File: config.mk
export PLATFORM = sky130hd
export DESIGN_NAME = hash_receiver_flat
export DESIGN_NICKNAME = d
export VERILOG_FILES = /design/src/rtl/hash_rx_pkg.sv /design/src/rtl/hash_rx_if.sv /design/src/rtl/hash_rx_timer.sv /design/src/rtl/hash_receiver.sv /design/src/flat_wrapper.sv
export SDC_FILE = /design/constraint.sdc
export NUM_CORES = 1
export LEC_CHECK = 0
export BUFFER_PORTS_ARGS = -buffer_cell sky130_fd_sc_hd__buf_2
export CAP_MARGIN = 5
export CORE_ASPECT_RATIO = 1.75
export CORE_MARGIN = 8
export CORE_UTILIZATION = 50
export CTS_BUF_LIST = sky130_fd_sc_hd__clkbuf_8
export DETAILED_ROUTE_END_ITERATION = 16
export MAX_ROUTING_LAYER = met4
export PLACE_DENSITY_LB_ADDON = 0.3
export SETUP_SLACK_MARGIN = 0.15
export SLEW_MARGIN = 15
export SYNTH_ARGS = -nofsm -noshare
export SYNTH_HDL_FRONTEND = slang
export SYNTH_SLANG_ARGS = --single-unit
export TNS_END_PERCENT = 30
File: constraint.sdc
create_clock -name Clock -period 2.3 [get_ports Clock]
set_input_delay 0.46 -clock Clock [delete_from_list [all_inputs] [get_ports Clock]]
set_output_delay 0.46 -clock Clock [all_outputs]
set_load 0.03 [all_outputs]
File: src/rtl/hash_rx_pkg.sv
// Shared types and constants for the hash receiver block.
package hash_rx_pkg;

  localparam int BYTE_W = 8;
  localparam int HASH_W = 64;

  // Frame-assembly FSM states
  typedef enum logic [1:0] {
    IDLE  = 2'd0,
    RECV  = 2'd1,
    DONE  = 2'd2,
    ERROR = 2'd3
  } state_t;

endpackage : hash_rx_pkg

File: src/rtl/hash_rx_if.sv
// Byte-stream / result bundle between a byte source and the hash receiver.
//
// Handshake: there is no back-pressure. A byte transfers on every rising
// edge where ByteValid=1; Z and Byte are meaningful only in that cycle.
// ExpectedHash is sampled on the edge that accepts the frame's final byte.
// Done/Match/Error/hashValue are registered levels that hold until the next
// accepted byte.
interface hash_rx_if;
  import hash_rx_pkg::*;

  logic [BYTE_W-1:0] Byte;
  logic              ByteValid;
  logic              Z;
  logic [HASH_W-1:0] ExpectedHash;
  logic [HASH_W-1:0] hashValue;
  logic              Done;
  logic              Match;
  logic              Error;

  modport master (
    output Byte, ByteValid, Z, ExpectedHash,
    input  hashValue, Done, Match, Error
  );

  modport slave (
    input  Byte, ByteValid, Z, ExpectedHash,
    output hashValue, Done, Match, Error
  );

endinterface : hash_rx_if

File: src/rtl/hash_rx_timer.sv
// Inter-byte gap counter. Counts consecutive enabled cycles; expired_o is
// high during the TIMEOUT-th consecutive enabled cycle so the owner can act
// on that same edge.
module hash_rx_timer #(
  parameter int TIMEOUT = 16
) (
  input  logic clk,
  input  logic rst_n,
  input  logic clear_i,
  input  logic enable_i,
  output logic expired_o
);

  localparam int CW = $clog2(TIMEOUT + 1);

  logic [CW-1:0] count_q;
  logic [CW-1:0] count_d;

  assign expired_o = enable_i && (count_q == CW'(TIMEOUT - 1));

  // Next count: restart on clear or when the limit is hit, else advance
  always_comb begin
    count_d = count_q;
    if (clear_i || expired_o) begin
      count_d = '0;
    end else if (enable_i) begin
      count_d = count_q + 1'b1;
    end
  end

  // Gap count register
  always_ff @(posedge clk) begin
    if (!rst_n) begin
      count_q <= '0;
    end else begin
      count_q <= count_d;
    end
  end

endmodule : hash_rx_timer

File: src/rtl/hash_receiver.sv
// Assembles NUM_BYTES bytes (MSB first) into a hash, checks frame framing
// (end flag on the last byte only, bounded inter-byte gaps) and compares the
// result against ExpectedHash. Results are registered levels.
module hash_receiver
  import hash_rx_pkg::*;
#(
  parameter int NUM_BYTES = 8,
  parameter int TIMEOUT   = 16
) (
  input  logic      Clock,
  input  logic      Reset,
  hash_rx_if.slave  bus,
  output state_t    dbg_state_o
);

  localparam int CNT_W = $clog2(NUM_BYTES + 1);

  state_t            state_q;
  logic [CNT_W-1:0]  cnt_q;
  logic [HASH_W-1:0] shift_q;
  logic [HASH_W-1:0] hash_q;
  logic              done_q;
  logic              match_q;
  logic              error_q;

  logic              last_slot;
  logic [HASH_W-1:0] shift_d;
  logic [HASH_W-1:0] first_d;
  logic              timer_clear;
  logic              timer_enable;
  logic              timer_expired;

  assign last_slot = (cnt_q == CNT_W'(NUM_BYTES - 1));
  assign shift_d   = {shift_q[HASH_W-BYTE_W-1:0], bus.Byte};
  assign first_d   = {{(HASH_W-BYTE_W){1'b0}}, bus.Byte};

  // The gap timer only runs while a frame is open and no byte arrives
  assign timer_enable = (state_q == RECV) && !bus.ByteValid;
  assign timer_clear  = (state_q != RECV) || bus.ByteValid;

  hash_rx_timer #(
    .TIMEOUT (TIMEOUT)
  ) u_timer (
    .clk       (Clock),
    .rst_n     (Reset),
    .clear_i   (timer_clear),
    .enable_i  (timer_enable),
    .expired_o (timer_expired)
  );

  // Frame FSM with registered result outputs
  always_ff @(posedge Clock) begin
    if (!Reset) begin
      state_q <= IDLE;
      cnt_q   <= '0;
      shift_q <= '0;
      hash_q  <= '0;
      done_q  <= 1'b0;
      match_q <= 1'b0;
      error_q <= 1'b0;
    end else begin
      unique case (state_q)
        IDLE, DONE, ERROR: begin
          if (bus.ByteValid) begin
            done_q  <= 1'b0;
            match_q <= 1'b0;
            if (bus.Z && (NUM_BYTES > 1)) begin
              // An end flag on the opening byte is a frame too short to use
              error_q <= 1'b1;
              cnt_q   <= '0;
              state_q <= ERROR;
            end else begin
              error_q <= 1'b0;
              shift_q <= first_d;
              cnt_q   <= CNT_W'(1);
              state_q <= RECV;
            end
          end
        end
        RECV: begin
          if (bus.ByteValid) begin
            if (last_slot && bus.Z) begin
              hash_q  <= shift_d;
              done_q  <= 1'b1;
              match_q <= (shift_d == bus.ExpectedHash);
              cnt_q   <= '0;
              state_q <= DONE;
            end else if (last_slot || bus.Z) begin
              // Missing end flag on the last byte, or end flag too early
              error_q <= 1'b1;
              cnt_q   <= '0;
              state_q <= ERROR;
            end else begin
              shift_q <= shift_d;
              cnt_q   <= cnt_q + 1'b1;
            end
          end else if (timer_expired) begin
            error_q <= 1'b1;
            cnt_q   <= '0;
            state_q <= ERROR;
          end
        end
        default: state_q <= IDLE;
      endcase
    end
  end

  assign bus.hashValue = hash_q;
  assign bus.Done      = done_q;
  assign bus.Match     = match_q;
  assign bus.Error     = error_q;
  assign dbg_state_o   = state_q;

endmodule : hash_receiver

File: src/flat_wrapper.sv
// flat-port wrapper written by rule: the top's interface ports become plain ports
module hash_receiver_flat import hash_rx_pkg::*;
#(
  parameter int NUM_BYTES = 8,
  parameter int TIMEOUT   = 16
)
  (Clock, Reset, dbg_state_o, bus_Byte, bus_ByteValid, bus_Z, bus_ExpectedHash, bus_hashValue, bus_Done, bus_Match, bus_Error);
  hash_rx_if bus_i ();
  input  logic Clock;
  input  logic Reset;
  output state_t dbg_state_o;
  input wire logic [$bits(bus_i.Byte)-1:0] bus_Byte;
  input wire logic [$bits(bus_i.ByteValid)-1:0] bus_ByteValid;
  input wire logic [$bits(bus_i.Z)-1:0] bus_Z;
  input wire logic [$bits(bus_i.ExpectedHash)-1:0] bus_ExpectedHash;
  output wire logic [$bits(bus_i.hashValue)-1:0] bus_hashValue;
  output wire logic [$bits(bus_i.Done)-1:0] bus_Done;
  output wire logic [$bits(bus_i.Match)-1:0] bus_Match;
  output wire logic [$bits(bus_i.Error)-1:0] bus_Error;
  assign bus_i.Byte = bus_Byte;
  assign bus_i.ByteValid = bus_ByteValid;
  assign bus_i.Z = bus_Z;
  assign bus_i.ExpectedHash = bus_ExpectedHash;
  assign bus_hashValue = bus_i.hashValue;
  assign bus_Done = bus_i.Done;
  assign bus_Match = bus_i.Match;
  assign bus_Error = bus_i.Error;
  hash_receiver #(.NUM_BYTES(NUM_BYTES), .TIMEOUT(TIMEOUT)) u_core (.Clock(Clock), .Reset(Reset), .bus(bus_i), .dbg_state_o(dbg_state_o));
endmodule
## Yosys cells after proc, flatten, opt, wreduce, memory -nomap -nowiden

Cells that the tools add are included.

- Flip-flop bits (word level): 134
- Output and inout bits: 69

- Reduce and logical (&&, ||, !) cells: 16
- Bitwise gates (word level): 1
- Equal/unequal tests: 17
- Muxes and demuxes: 34
- Add/subtract/negate cells: 2

Operators with widths:

| operator | number |
|---|---|
| $mux 56 | 5 |
| $pmux 56 s2 | 1 |
| $eq 64x64->1 | 1 |
| $mux 4 | 5 |
| $mux 1 | 12 |
| $mux 2 | 6 |
| $ne 2x2->1 const B | 6 |
| $ne 3x3->1 const B | 3 |
| $reduce_and 3->1 | 3 |
| $pmux 4 s2 | 1 |
| $pmux 1 s2 | 3 |
| $add 5x1->5 const B | 1 |
| $eq 5x4->1 const B | 1 |
| $reduce_and 5->1 | 1 |
| $add 4x1->4 const B | 1 |
| $eq 2x2->1 const B | 2 |
| $eq 4x3->1 const B | 1 |
| $ne 4x4->1 const B | 1 |
| $pmux 2 s2 | 1 |
| $reduce_and 4->1 | 1 |
| $logic_and 1x1->1 | 3 |
| $logic_or 1x1->1 | 3 |
| $reduce_or 3->1 | 1 |
| $eq 2x1->1 const B | 1 |
| 6 further kinds | 6 |

## Depth between registers and ports, before layout

- Depth in word-level cells: 6
- Gate-level depth with buffers: 9
- Depth with buffers taken out: 6

## By module

From an unflattened synthesis, not the netlist that was laid out.

- Cells, all modules: 637
- Area total of the unflattened synthesis: 5,455.2 sq um

Modules (own cells, without submodules):

| module | times used | area an instance (sq um) | cells each | seq. area each (sq um) |
|---|---|---|---|---|
| hash_receiver | 1 | 5,211.2 | 613 | 2,582.5 |
| hash_rx_timer | 1 | 244.0 | 24 | 100.1 |

## Worst setup path before layout

OpenSTA, ideal clock, no wires.

- Path type: reg-to-reg
- Start: reg u_core.u_timer.count_q[0]
- End: reg u_core.u_timer.count_q[2]
- Setup time: 65 ps
- Slack: 673 ps
- Stages on the path, launching flop included: 6
- Arrival: 1,562 ps
- Required time: 2,235 ps
- Path through: dfxtp_1 > ha_1 > and3_1 > ha_1 > or4_1 > nor2_1

- Word-level cells in the longest chain between the ends: 4

Ends and longest elaborated chain:

| item | RTL line | text |
|---|---|---|
| start, declared | hash_rx_timer.sv:16 | `logic [CW-1:0] count_q;` |
| start signal, assigned | hash_rx_timer.sv:36 | `count_q <= count_d;` |
| parallel branches: the longest is 4 deep, another holds $add 5x1->5 | - |  |

Parallel ways; which one is timed is not known.
A chain may end at the register's enable or synchronous reset.

## Worst setup path after layout

- Start: reg u_core.cnt_q[0]
- End: reg u_core.match_q, in the netlist u_core.bus.Match

- Word-level cells in the longest chain between the ends: 4

Ends and longest elaborated chain:

| item | RTL line | text |
|---|---|---|
| start, declared | hash_receiver.sv:19 | `logic [CNT_W-1:0] cnt_q;` |
| start signal, assigned | hash_receiver.sv:95 | `cnt_q <= cnt_q + 1'b1;` |
| $eq 4x3->1 | hash_receiver.sv:33 | `assign last_slot = (cnt_q == CNT_W'(NUM_BYTES - 1));` |
| $logic_and 1x1->1 | hash_receiver.sv:82 | `if (last_slot && bus.Z) begin` |
| $ne 2x2->1 (no line) | - |  |
| $reduce_and 3->1 (no line) | - |  |
| end signal, assigned | hash_receiver.sv:85 | `match_q <= (shift_d == bus.ExpectedHash);` |
| end, declared | hash_receiver.sv:23 | `logic match_q;` |

Every way passes these cells.

==> impl_metrics.py <==
metrics = {
    "outcome": {
        "status": "complete, no violations",
    },
    "pwr": {
        "internal_power_mw": 3.47,
        "pwr-share-comb_pct": 6.4,
        "p_sw_mw": 1.08,
        "power.leakage_nw": 2.65,
        "swShare_pct": 23.7,
        "p_per_area_mw_per_mm2": 692,
        "p_clk_share_pct": 41.9,
        "p_seq_share_pct": 51.7,
        "vdd_drop_max_v": 0.000482,
    },
    "placement": {
        "dp.cells": 876,
        "port_buffers": 144,
        "gp_congestion": 0.918,
        "dp_hpwl_um": 12200,
    },
    "clock_network": {
        "cts_tree": "built",
        "cts_made_buffers": 17,
        "postCtsHoldBufs": 0,
        "postCtsSetupBuffers": 0,
        "root_buffer": "clkbuf_8",
        "cts_max_level": 4,
        "cts_sinks": 134,
        "clock_latency_ns": 0.45,
        "clkTransAtPathRegs_ns": 0.07,
        "clockBufferDepth": 2,
    },
    "hold_path": {
        "hp-class": "input port to flip-flop",
        "min_to": "u_core.shift_q[5]",
        "hold_depth": 3,
        "worstHoldStart": "bus_Byte[5]",
    },
    "routing": {
        "drt_first_iter_violations": 420,
        "vias_per_cell": 5.52,
        "drc": 0,
        "drt_wl_total_um": 16500,
        "wire_per_inst_um": 18.2,
        "via_count": 4999,
        "final_antenna_net_count": 0,
        "drtPass1Iterations": 5,
    },
    "synth": {
        "syn_nets": 715,
        "synth_area_mm2": 0.00548,
        "postSynthCellCount": 636,
        "synth_flop_cell": "dfxtp_1",
        "yosysTopAreaCell": "dfxtp_1",
        "synth_seq_cells": 134,
        "synthDistinctLibCells": 36,
        "synthArstFlopShare_pct": 0,
        "synth_seq_area_share_pct": 48.9,
        "synth_top_area_share_pct": 48.9,
        "syn_avg_cell_area_um2": 8.62,
        "synth_edf_count": 0,
        "synthTopCellsByArea": "dfxtp_1 49%, nand2_1 10%, a21oi_1 7.0%",
        "yosys_warnings": 0,
    },
    "timing": {
        "tightest_slew_ns": 0.577,
        "fin_crit_ns": 1.87,
        "fmax_ghz": 0.536,
        "finalSetupTns_ns": 0,
        "slew_headroom_pct": 61.5,
        "fin_crit_sh_pct": 81.1,
        "setup_viol": 0,
        "finalClockSkew_ns": 0.00785,
        "hold_viol": 0,
        "rsz0062_at_grt": "no",
        "drv_slew": 0,
    },
    "floorplan": {
        "start_util_pct": 51.3,
        "die-area_mm2": 0.0147,
        "die_h_um": 155,
        "core-area_mm2": 0.0107,
        "dieWidth_um": 95.2,
        "rows": 50,
        "io_pins": 145,
    },
    "layout": {
        "fin_cells": 906,
        "area_growth_pct": 19.9,
        "finalNetCount": 844,
        "diodes": 0,
        "final_common_cell": "nand2_1",
        "drive_above_1_share_pct": 24.2,
        "num-fill-cells": 962,
        "final_cell_mix": "148 x nand2_1, 144 x buf_2, 134 x dfxtp_1",
    },
    "worst_setup_path": {
        "rr_startpoint": "u_core.cnt_q[0]",
        "r2r_end": "u_core.bus.Match",
        "start_kind": "flip-flop",
        "regToRegSetupSlack_ns": 0.43,
        "crit_path_end_kind": "flip-flop",
        "criticalPathCategory": "flip-flop to flip-flop",
        "worstRegToRegCells": 7,
        "critPathMaxFanout": 65,
        "critPathArrivalTime_ns": 2.22,
        "required_ns": 2.66,
    },
    "global_routing": {
        "gr-usage-all-layers_pct": 23.1,
        "grt_pass1_wl_um": 25700,
        "antenna_found_initial": 0,
        "grt_max_degree": 128,
        "grt_pass1_vias": 5026,
        "gr-total-overflow": 0,
    },
    "run": {
        "drv_cap": 0,
    },
}
==> per-stage QoR <==
step	total power, mW	instance area, um^2	setup WS [ns]	util, %	hold WS [ns]
floorplan	2.55	5480	0.673	-	0.418
global placement	2.69	6190	0.472	57.9	0.428
detailed placement	2.69	6190	0.324	57.9	0.446
CTS	4.56	6580	0.341	61.5	0.274
global route	4.70	6580	0.253	61.5	0.281
finish	4.55	6580	0.434	61.5	0.283
==> final cells by class <==
| type | count | area [um^2] | share of cell area (%) |
|---|---|---|---|
| Clock buffer | 20 | 275 | 4.19 |
| Clock inverter | 10 | 106 | 1.62 |
| Inverter | 5 | 20.0 | 0.304 |
| Multi-Input combinational cell | 455 | 2510 | 38.2 |
| Sequential cell | 134 | 2680 | 40.8 |
| Tap cell | 130 | 163 | 2.47 |
| Timing Repair Buffer | 152 | 818 | 12.4 |
==> critical path: stages, from the launching register on <==
cell     delay (ns)
dfxtp_1        0.40
ha_1           0.21
and3b_2        0.31
nand2_2        0.12
nor2_4         0.11
buf_12         0.26
nand4_1        0.13
o31ai_1        0.20
==> kinds of logic (layout without fill, tap and decap cells) <==
logic type / count (synthesis) / after routing / synth area share [%]
simple gates: 246 / 246 / 18.9
flops: 134 / 134 / 48.9
fa+ha+maj: 3 / 3 / 0.685
buf+inv: 47 / 187 / 5.45
compound gates: 139 / 139 / 15.3
xor+xnor: 67 / 67 / 10.7
==> state kept, by name, summed over array words and instances, names as in the netlist <==
name / cells
u_core.bus.Done: 1
u_core.bus.Error: 1
u_core.bus.Match: 1
u_core.bus.hashValue: 64
u_core.cnt_q: 4
u_core.dbg_state_o: 2
u_core.shift_q: 56
u_core.u_timer.count_q: 5
==> worst max path at each step <==
stage	start	end	slack [ns]	cells past startpoint
global placement	u_core.cnt_q[0]	u_core.bus.Match	0.47	7
detailed placement	u_core.cnt_q[0]	u_core.bus.Match	0.32	7
CTS	u_core.cnt_q[0]	u_core.bus.Match	0.34	7
finish	u_core.cnt_q[0]	u_core.bus.Match	0.43	7
floorplan	u_core.u_timer.count_q[0]	u_core.u_timer.count_q[2]	0.67	5
global route	u_core.cnt_q[0]	u_core.bus.Match	0.25	7
==> Yosys cell counts, types with 2 or more instances <==
library cell and n:
nand2b_1 3, a31oi_1 2, xor2_1 33, xnor2_1 34, nand3_1 3, o21ai_0 5
nor3_1 2, ha_1 3, buf_6 12, nand4_1 12, clkbuf_1 15, a22oi_1 49
dfxtp_1 134, inv_1 5, nor2_1 58, a21oi_1 77, a211oi_1 2, nor4_1 10
nand2_1 148, buf_2 8, buf_4 6
==> metal layers <==
metal / wire (um) / part of all wire, % / global-route usage [%] / vias to the layer above
li1: - / - / - / 2401
met1: 6230 / 38 / 25.0 / 2331
met4: 765 / 4.6 / 12.3 / 0
met3: 1200 / 7.2 / 4.94 / 45
met5: 0 / 0 / - / -
met2: 8340 / 50 / 38.2 / 222
==> power by group through the flow <==
stage | sequential, mW | combinational [mW] | clock [mW]
floorplan | 2.40 | 0.151 | 0
global placement | 2.40 | 0.285 | 0
detailed placement | 2.40 | 0.290 | 0
CTS | 2.35 | 0.291 | 1.92
global route | 2.35 | 0.312 | 2.04
finish | 2.35 | 0.293 | 1.91
==> repair_timing <==
item	CTS	global route
gates resized for setup	0	1
endpoints found under the setup margin	0	1
hold endpoints to repair	0	0
No activity file was read; power rests on OpenSTA's default activity.
